`config.mk`:
```
export PLATFORM = sky130hd
export DESIGN_NAME = fifo_read_sched
export DESIGN_NICKNAME = d
export VERILOG_FILES = /design/src/rtl/fifo_read_pkg.sv /design/src/rtl/rr_arbiter.sv /design/src/rtl/fifo_read_sched.sv
export SDC_FILE = /design/constraint.sdc
export NUM_CORES = 1
export LEC_CHECK = 0
export BUFFER_PORTS_ARGS = -buffer_cell sky130_fd_sc_hd__buf_2
export CORE_MARGIN = 8
export CORE_UTILIZATION = 49
export CTS_CLUSTER_SIZE = 24
export DETAILED_ROUTE_END_ITERATION = 8
export PLACE_DENSITY = 0.89
export SKIP_LAST_GASP = 1
export SYNTH_ARGS = -nofsm -noshare
export SYNTH_HDL_FRONTEND = slang
export SYNTH_SLANG_ARGS = --single-unit
```
`constraint.sdc`:
```
create_clock -name clk -period 2.8 [get_ports clk]
set_input_delay 0.56 -clock clk [delete_from_list [all_inputs] [get_ports clk]]
set_output_delay 0.56 -clock clk [all_outputs]
set_load 0.05 [all_outputs]
```
`src/rtl/fifo_read_pkg.sv`:
```
// Shared state encoding and default constants for the fifo_read scheduler.
// The optional timeout supervisor is enabled with FIFO_READ_SCHED_TIMEOUT_EN.
package fifo_read_pkg;

   typedef enum logic [2:0] {
      S_IDLE    = 3'd0,
      S_ARB     = 3'd1,
      S_START   = 3'd2,
      S_WAIT_FD = 3'd3,
      S_RELEASE = 3'd4,
      S_DONE    = 3'd5,
      S_ERR     = 3'd6
   } sched_state_e;

   localparam logic [11:0] FRAME_NUM_DEF   = 12'd11;
   localparam int          TIMEOUT_CYC_DEF = 1023;
   localparam int          CNT_W           = 16;

endpackage

```
`src/rtl/rr_arbiter.sv`:
```
// Round-robin picker: the search starts at the channel after last_i and
// returns the first requesting channel as one-hot grant plus binary index.
module rr_arbiter #(
   parameter int N_CH = 4
) (
   input  logic [N_CH-1:0] req_i,
   input  logic [2:0]      last_i,
   output logic [N_CH-1:0] grant_o,
   output logic [2:0]      idx_o
);

   logic [3:0]        last_p1;
   logic [3:0]        start;
   logic [3:0]        pos;
   logic [3:0]        ch_sum;
   logic [3:0]        ch;
   logic [2*N_CH-1:0] dbl;
   logic [N_CH-1:0]   rot;

   // Doubling the request vector turns the wrap-around search into a plain
   // lowest-set-bit search on a rotated copy.
   always_comb begin
      last_p1 = {1'b0, last_i} + 4'd1;
      start   = (last_p1 >= 4'(N_CH)) ? 4'd0 : last_p1;
      dbl     = {req_i, req_i} >> start;
      rot     = dbl[N_CH-1:0];
      pos     = 4'd0;
      for (int j = N_CH - 1; j >= 0; j--) begin
         if (rot[j]) pos = 4'(j);
      end
      ch_sum  = start + pos;
      ch      = (ch_sum >= 4'(N_CH)) ? (ch_sum - 4'(N_CH)) : ch_sum;
      grant_o = (|req_i) ? (N_CH'(1) << ch) : '0;
      idx_o   = ch[2:0];
   end

endmodule

```
`src/rtl/fifo_read_sched.sv`:
```
// Schedules N_CH channel FIFOs onto one fifo_read engine, one frame at a time.
// Define FIFO_READ_SCHED_TIMEOUT_EN to add the WAIT_FD timeout and sticky err.
module fifo_read_sched
   import fifo_read_pkg::*;
#(
   parameter int          N_CH        = 4,
   parameter logic [11:0] FRAME_NUM   = FRAME_NUM_DEF,
   parameter int          TIMEOUT_CYC = TIMEOUT_CYC_DEF
) (
   input  logic            clk,
   input  logic            rst,
   input  logic [N_CH-1:0] ch_req,
   output logic [N_CH-1:0] ch_grant,
   output logic [11:0]     fifo_num,
   output logic            fs,
   input  logic            fd,
   output logic            frame_valid,
   output logic [2:0]      frame_ch,
   input  logic            err_clr,
   output logic            err,
   output logic [3:0]      state_fs
);

   sched_state_e    state_q;
   logic [N_CH-1:0] grant_q;
   logic [2:0]      frame_ch_q;
   logic [2:0]      ptr_q;
   logic            fs_q;
   logic            frame_valid_q;

   logic [N_CH-1:0] arb_grant;
   logic [2:0]      arb_idx;

   rr_arbiter #(.N_CH(N_CH)) u_rr (
      .req_i   (ch_req),
      .last_i  (ptr_q),
      .grant_o (arb_grant),
      .idx_o   (arb_idx)
   );

`ifdef FIFO_READ_SCHED_TIMEOUT_EN
   logic             err_q;
   logic [CNT_W-1:0] cnt_q;
   logic [CNT_W-1:0] cnt_d;

   assign cnt_d = cnt_q + 1'b1;
   assign err   = err_q;
`else
   logic [CNT_W:0] unused_cfg;

   assign unused_cfg = {err_clr, CNT_W'(TIMEOUT_CYC)};
   assign err        = 1'b0;
`endif

   always_ff @(posedge clk or posedge rst) begin
      if (rst) begin
         state_q       <= S_IDLE;
         grant_q       <= '0;
         frame_ch_q    <= '0;
         ptr_q         <= 3'(N_CH - 1);
         fs_q          <= 1'b0;
         frame_valid_q <= 1'b0;
`ifdef FIFO_READ_SCHED_TIMEOUT_EN
         err_q         <= 1'b0;
         cnt_q         <= '0;
`endif
      end else begin
         frame_valid_q <= 1'b0;
         case (state_q)
            S_IDLE: begin
               if ((|ch_req) && !err) state_q <= S_ARB;
            end
            S_ARB: begin
               // A request withdrawn between IDLE and ARB yields no grant.
               if (|arb_grant) begin
                  grant_q    <= arb_grant;
                  frame_ch_q <= arb_idx;
                  fs_q       <= 1'b1;
                  state_q    <= S_START;
               end else begin
                  state_q    <= S_IDLE;
               end
            end
            S_START: begin
               state_q <= S_WAIT_FD;
`ifdef FIFO_READ_SCHED_TIMEOUT_EN
               cnt_q   <= '0;
`endif
            end
            S_WAIT_FD: begin
               if (fd) begin
                  fs_q    <= 1'b0;
                  state_q <= S_RELEASE;
`ifdef FIFO_READ_SCHED_TIMEOUT_EN
               end else if (cnt_d == CNT_W'(TIMEOUT_CYC)) begin
                  // An err_clr in the same cycle defers the timeout by one cycle.
                  if (!err_clr) begin
                     fs_q    <= 1'b0;
                     grant_q <= '0;
                     err_q   <= 1'b1;
                     state_q <= S_ERR;
                  end
               end else begin
                  cnt_q <= cnt_d;
`endif
               end
            end
            S_RELEASE: begin
               if (!fd) begin
                  frame_valid_q <= 1'b1;
                  grant_q       <= '0;
                  ptr_q         <= frame_ch_q;
                  state_q       <= S_DONE;
               end
            end
            S_DONE: begin
               state_q <= S_IDLE;
            end
`ifdef FIFO_READ_SCHED_TIMEOUT_EN
            S_ERR: begin
               if (err_clr) begin
                  err_q   <= 1'b0;
                  ptr_q   <= frame_ch_q;
                  state_q <= S_IDLE;
               end
            end
`endif
            default: begin
               state_q <= S_IDLE;
            end
         endcase
      end
   end

   assign ch_grant    = grant_q;
   assign frame_ch    = frame_ch_q;
   assign fs          = fs_q;
   assign frame_valid = frame_valid_q;
   assign fifo_num    = FRAME_NUM;
   assign state_fs    = {1'b0, state_q};

endmodule
```
==> out/summary.md <==
## Drt
* remaining routing DRC violations: 0
* via density per instance: 5.17
* TritonRoute pass-1 iters: 4
* detailed router's first-iteration violation count: 31
* Total Routed Length: 2010 um
* final routed wire length divided by cell count: 12.7 um
* Vias: 817
* residual antenna-violating net count after detailed routing: 0

## Critical path
* worst endpoint required time: 2990 ps
* Crit. End Element: flop
* startpoint type of the worst setup path: flop
* Crit Path Class: reg2reg
* arrival time at the worst endpoint: 2800 ps
* largest fanout of any net on the critical path: 6

## Synth
* sequential fraction of the synthesis area: 0.380
* Area contributors post-synth: sky130_fd_sc_hd__dfrtp_1 (33%), sky130_fd_sc_hd__buf_4 (11%), sky130_fd_sc_hd__nand2_1 (7.2%), sky130_fd_sc_hd__dfstp_2 (5.3%), sky130_fd_sc_hd__ha_1 (3.8%)
* Warnings, synthesis: 0
* arithmetic-cell share of the synthesized area counting full adders, half adders and majority gates: 0.0378
* Post-synth EDFFs: 0
* top post-synthesis cells by count: sky130_fd_sc_hd__nand2_1 (19), sky130_fd_sc_hd__buf_4 (14), sky130_fd_sc_hd__dfrtp_1 (13)
* fraction of synthesized cell area in xor and xnor cells: 0.00882
* cell area after technology mapping: 993 um2
* share of synthesized registers carrying an async set or reset: 1.00
* synthesized instance count: 112
* portion of synthesized cell area occupied by the leading cell type: 0.327
* dominant combinational cell family by area after synthesis: simple AND/OR/NAND/NOR gates
* most common cell in the netlist: sky130_fd_sc_hd__nand2_1
* count of state elements after synthesis: 15
* Post-Synthesis Mean Instance Area: 8.87 um2
* Yosys cell types: 40
* cell accounting for the most synthesized area: sky130_fd_sc_hd__dfrtp_1
* multiplexer area fraction after synthesis: 0.0227
* primary flip-flop cell chosen by synthesis mapping: sky130_fd_sc_hd__dfrtp_1
* area fraction in and, or, nand and nor cells after synthesis: 0.249
* post-synthesis compound-gate area fraction: 0.161

## Placed design
* gp weighted congestion: 0.850
* number of port buffers: 18
* half-perimeter wire length after detailed placement: 1560 um

## Global route
* overall routing resource usage: 0.110
* pin count of the biggest net entering global routing: 16
* vias in the first global route: 770
* global-route wire length before repair: 3160 um
* antenna violations before repair: 0
* total overflow reported by the global router: 0

## Clock network
* Resized cells post-CTS: 0
* number of clock buffers inserted by TritonCTS: 3
* clock latency on the worst-skew pair: 280 ps
* clock tree sinks: 15
* TritonCTS clock tree: built
* # Post-CTS Setup Buffers: 0
* clock transition at the register clock pins on the worst setup and hold paths after CTS: 90 ps
* total number of H-tree levels: 1
* Post-CTS Hold Fix Bufs: 0
* clock root buffer: sky130_fd_sc_hd__clkbuf_4
* number of buffers on the longest clock path: 2

## Worst hold path
* worst hold path type: in2async

## Timing
* final critical delay including setup and external delays: 2620 ps
* Slew headroom: 0.594
* final count of pins violating max slew: 0
* # setup viols final: 0
* final number of hold-violating endpoints: 0
* Peak Freq: 382 MHz
* Final Skew: 2.46 ps
* unrepaired setup endpoints after global routing: false
* Least-Margin Pin Slew: 607 ps
* total negative slack: 0 ps
* Final period util: 0.935

## Flow run
* MaxCap Viol Count: 0

## Power and ir drop
* power density over the cells: 1200 mW/mm2
* Lkg Pwr: 0.554 nW
* overall power of the completed layout: 0.00129 W
* Peak VDD IR: 0.794 mV

## Cells and area
* post-layout net count: 143
* fraction of final layout cells sized beyond drive strength 1: 0.237
* Filler Cells Inserted: 184
* area grow syn2layout: 8.69%
* count of inserted antenna diode cells: 0

## Die
* die area: 0.00372 mm2
* Vert. Die Dim: 61.0 um
* I/O pins: 34
* die width: 61.0 um
* starting utilization of the core area: 0.512
* area of the core: 0.00194 mm2
* number of placement rows: 16

## Outcome
* outcome: finished, final reports clean

kinds of logic after synthesis:
group	count (synthesis)
AO/OA/AOI/OAI	22
XOR/XNOR	1
adder cells (fa/ha/maj)	3
buffers and inverters	21
flip-flops	15
multiplexers	1
other	2
AND/OR/NAND/NOR	47
final cells by class:
class,instances,area (um2),area share
multi-input combinational,88,529,0.490
inverter,6,22.5,0.0209
tap,27,33.8,0.0313
sequential,15,378,0.350
clock buffer,4,26.3,0.0243
timing repair buffer,18,90.1,0.0834
through the flow:
step / setup WS (ps) / hold WS [ps] / instances / instance area, um2 / util
2_1_floorplan: 427 / 449 / 124 / 1040 / -
3_3_place_gp: 346 / 460 / 154 / 1050 / 0.543
3_5_place_dp: 237 / 464 / 154 / 1050 / 0.543
4_1_cts: 169 / 334 / 158 / 1080 / 0.556
5_1_grt: 12.9 / 338 / 158 / 1080 / 0.556
6_report: 182 / 309 / 158 / 1080 / 0.556
power breakdown:
part | switching (W) | internal [W] | leakage (nW)
combinational | 0.000540 | 0.000241 | 0.355
clock | 0.0000672 | 0.0000553 | 0.0150
sequential | 0.0000869 | 0.000304 | 0.184
total | 0.000694 | 0.000600 | 0.554
state kept, by name, summed over array words and instances, names as in the netlist:
name         count
ptr_q            3
state_q          3
frame_valid      1
frame_ch         3
fs               1
ch_grant         4
worst paths after layout:
path | start | endpoint | slack (ps) | cells past startpoint
max reg2reg | ptr_q[0]$_DFFE_PP1P_ | ch_grant[0]$_DFFE_PP0P_ | 180 | 8
min | rst | state_q[1]$_DFFE_PP0P_ | 310 | 2
min reg2reg | ptr_q[1]$_DFFE_PP1P_ | ptr_q[1]$_DFFE_PP1P_ | 480 | 2
max | ptr_q[0]$_DFFE_PP1P_ | ch_grant[0]$_DFFE_PP0P_ | 180 | 8
max in group asynchronous | rst | ptr_q[1]$_DFFE_PP1P_ | 2120 | 2
min in group clk | ptr_q[1]$_DFFE_PP1P_ | ptr_q[1]$_DFFE_PP1P_ | 480 | 2
worst max-delay path: stages, from the launching register on:
cell and delay [ps]:
sky130_fd_sc_hd__dfstp_2 590, sky130_fd_sc_hd__ha_1 290, sky130_fd_sc_hd__a21bo_1 280, sky130_fd_sc_hd__mux2i_4 220
sky130_fd_sc_hd__a311o_1 200, sky130_fd_sc_hd__a32oi_1 100, sky130_fd_sc_hd__ha_1 230, sky130_fd_sc_hd__ha_1 340
sky130_fd_sc_hd__o31ai_1 280
placed cells by master (no fill, tap or decap), drive strengths merged, types with 2 or more instances in the layout:
cell    instances
nor3b           2
a31o            2
o211ai          2
nor2            5
nand3b          4
nand3           7
nand2          19
inv             6
dfstp           2
and2b           4
conb           14
dfrtp          13
clkbuf          4
o21ai           5
a21oi           2
buf            18
ha              3
a311oi          2
metal layers:
metal  GRT usage  vias to the layer above  wire length (um)  part of all wire
met5           0                        -                 0                 0
li1            -                      403                 -                 -
met4      0.0698                        0                40             0.020
met2       0.187                       32               996              0.50
met1       0.126                      378               847              0.42
met3      0.0167                        4               124             0.062
Note: power is estimated with default switching activity, not from simulation.
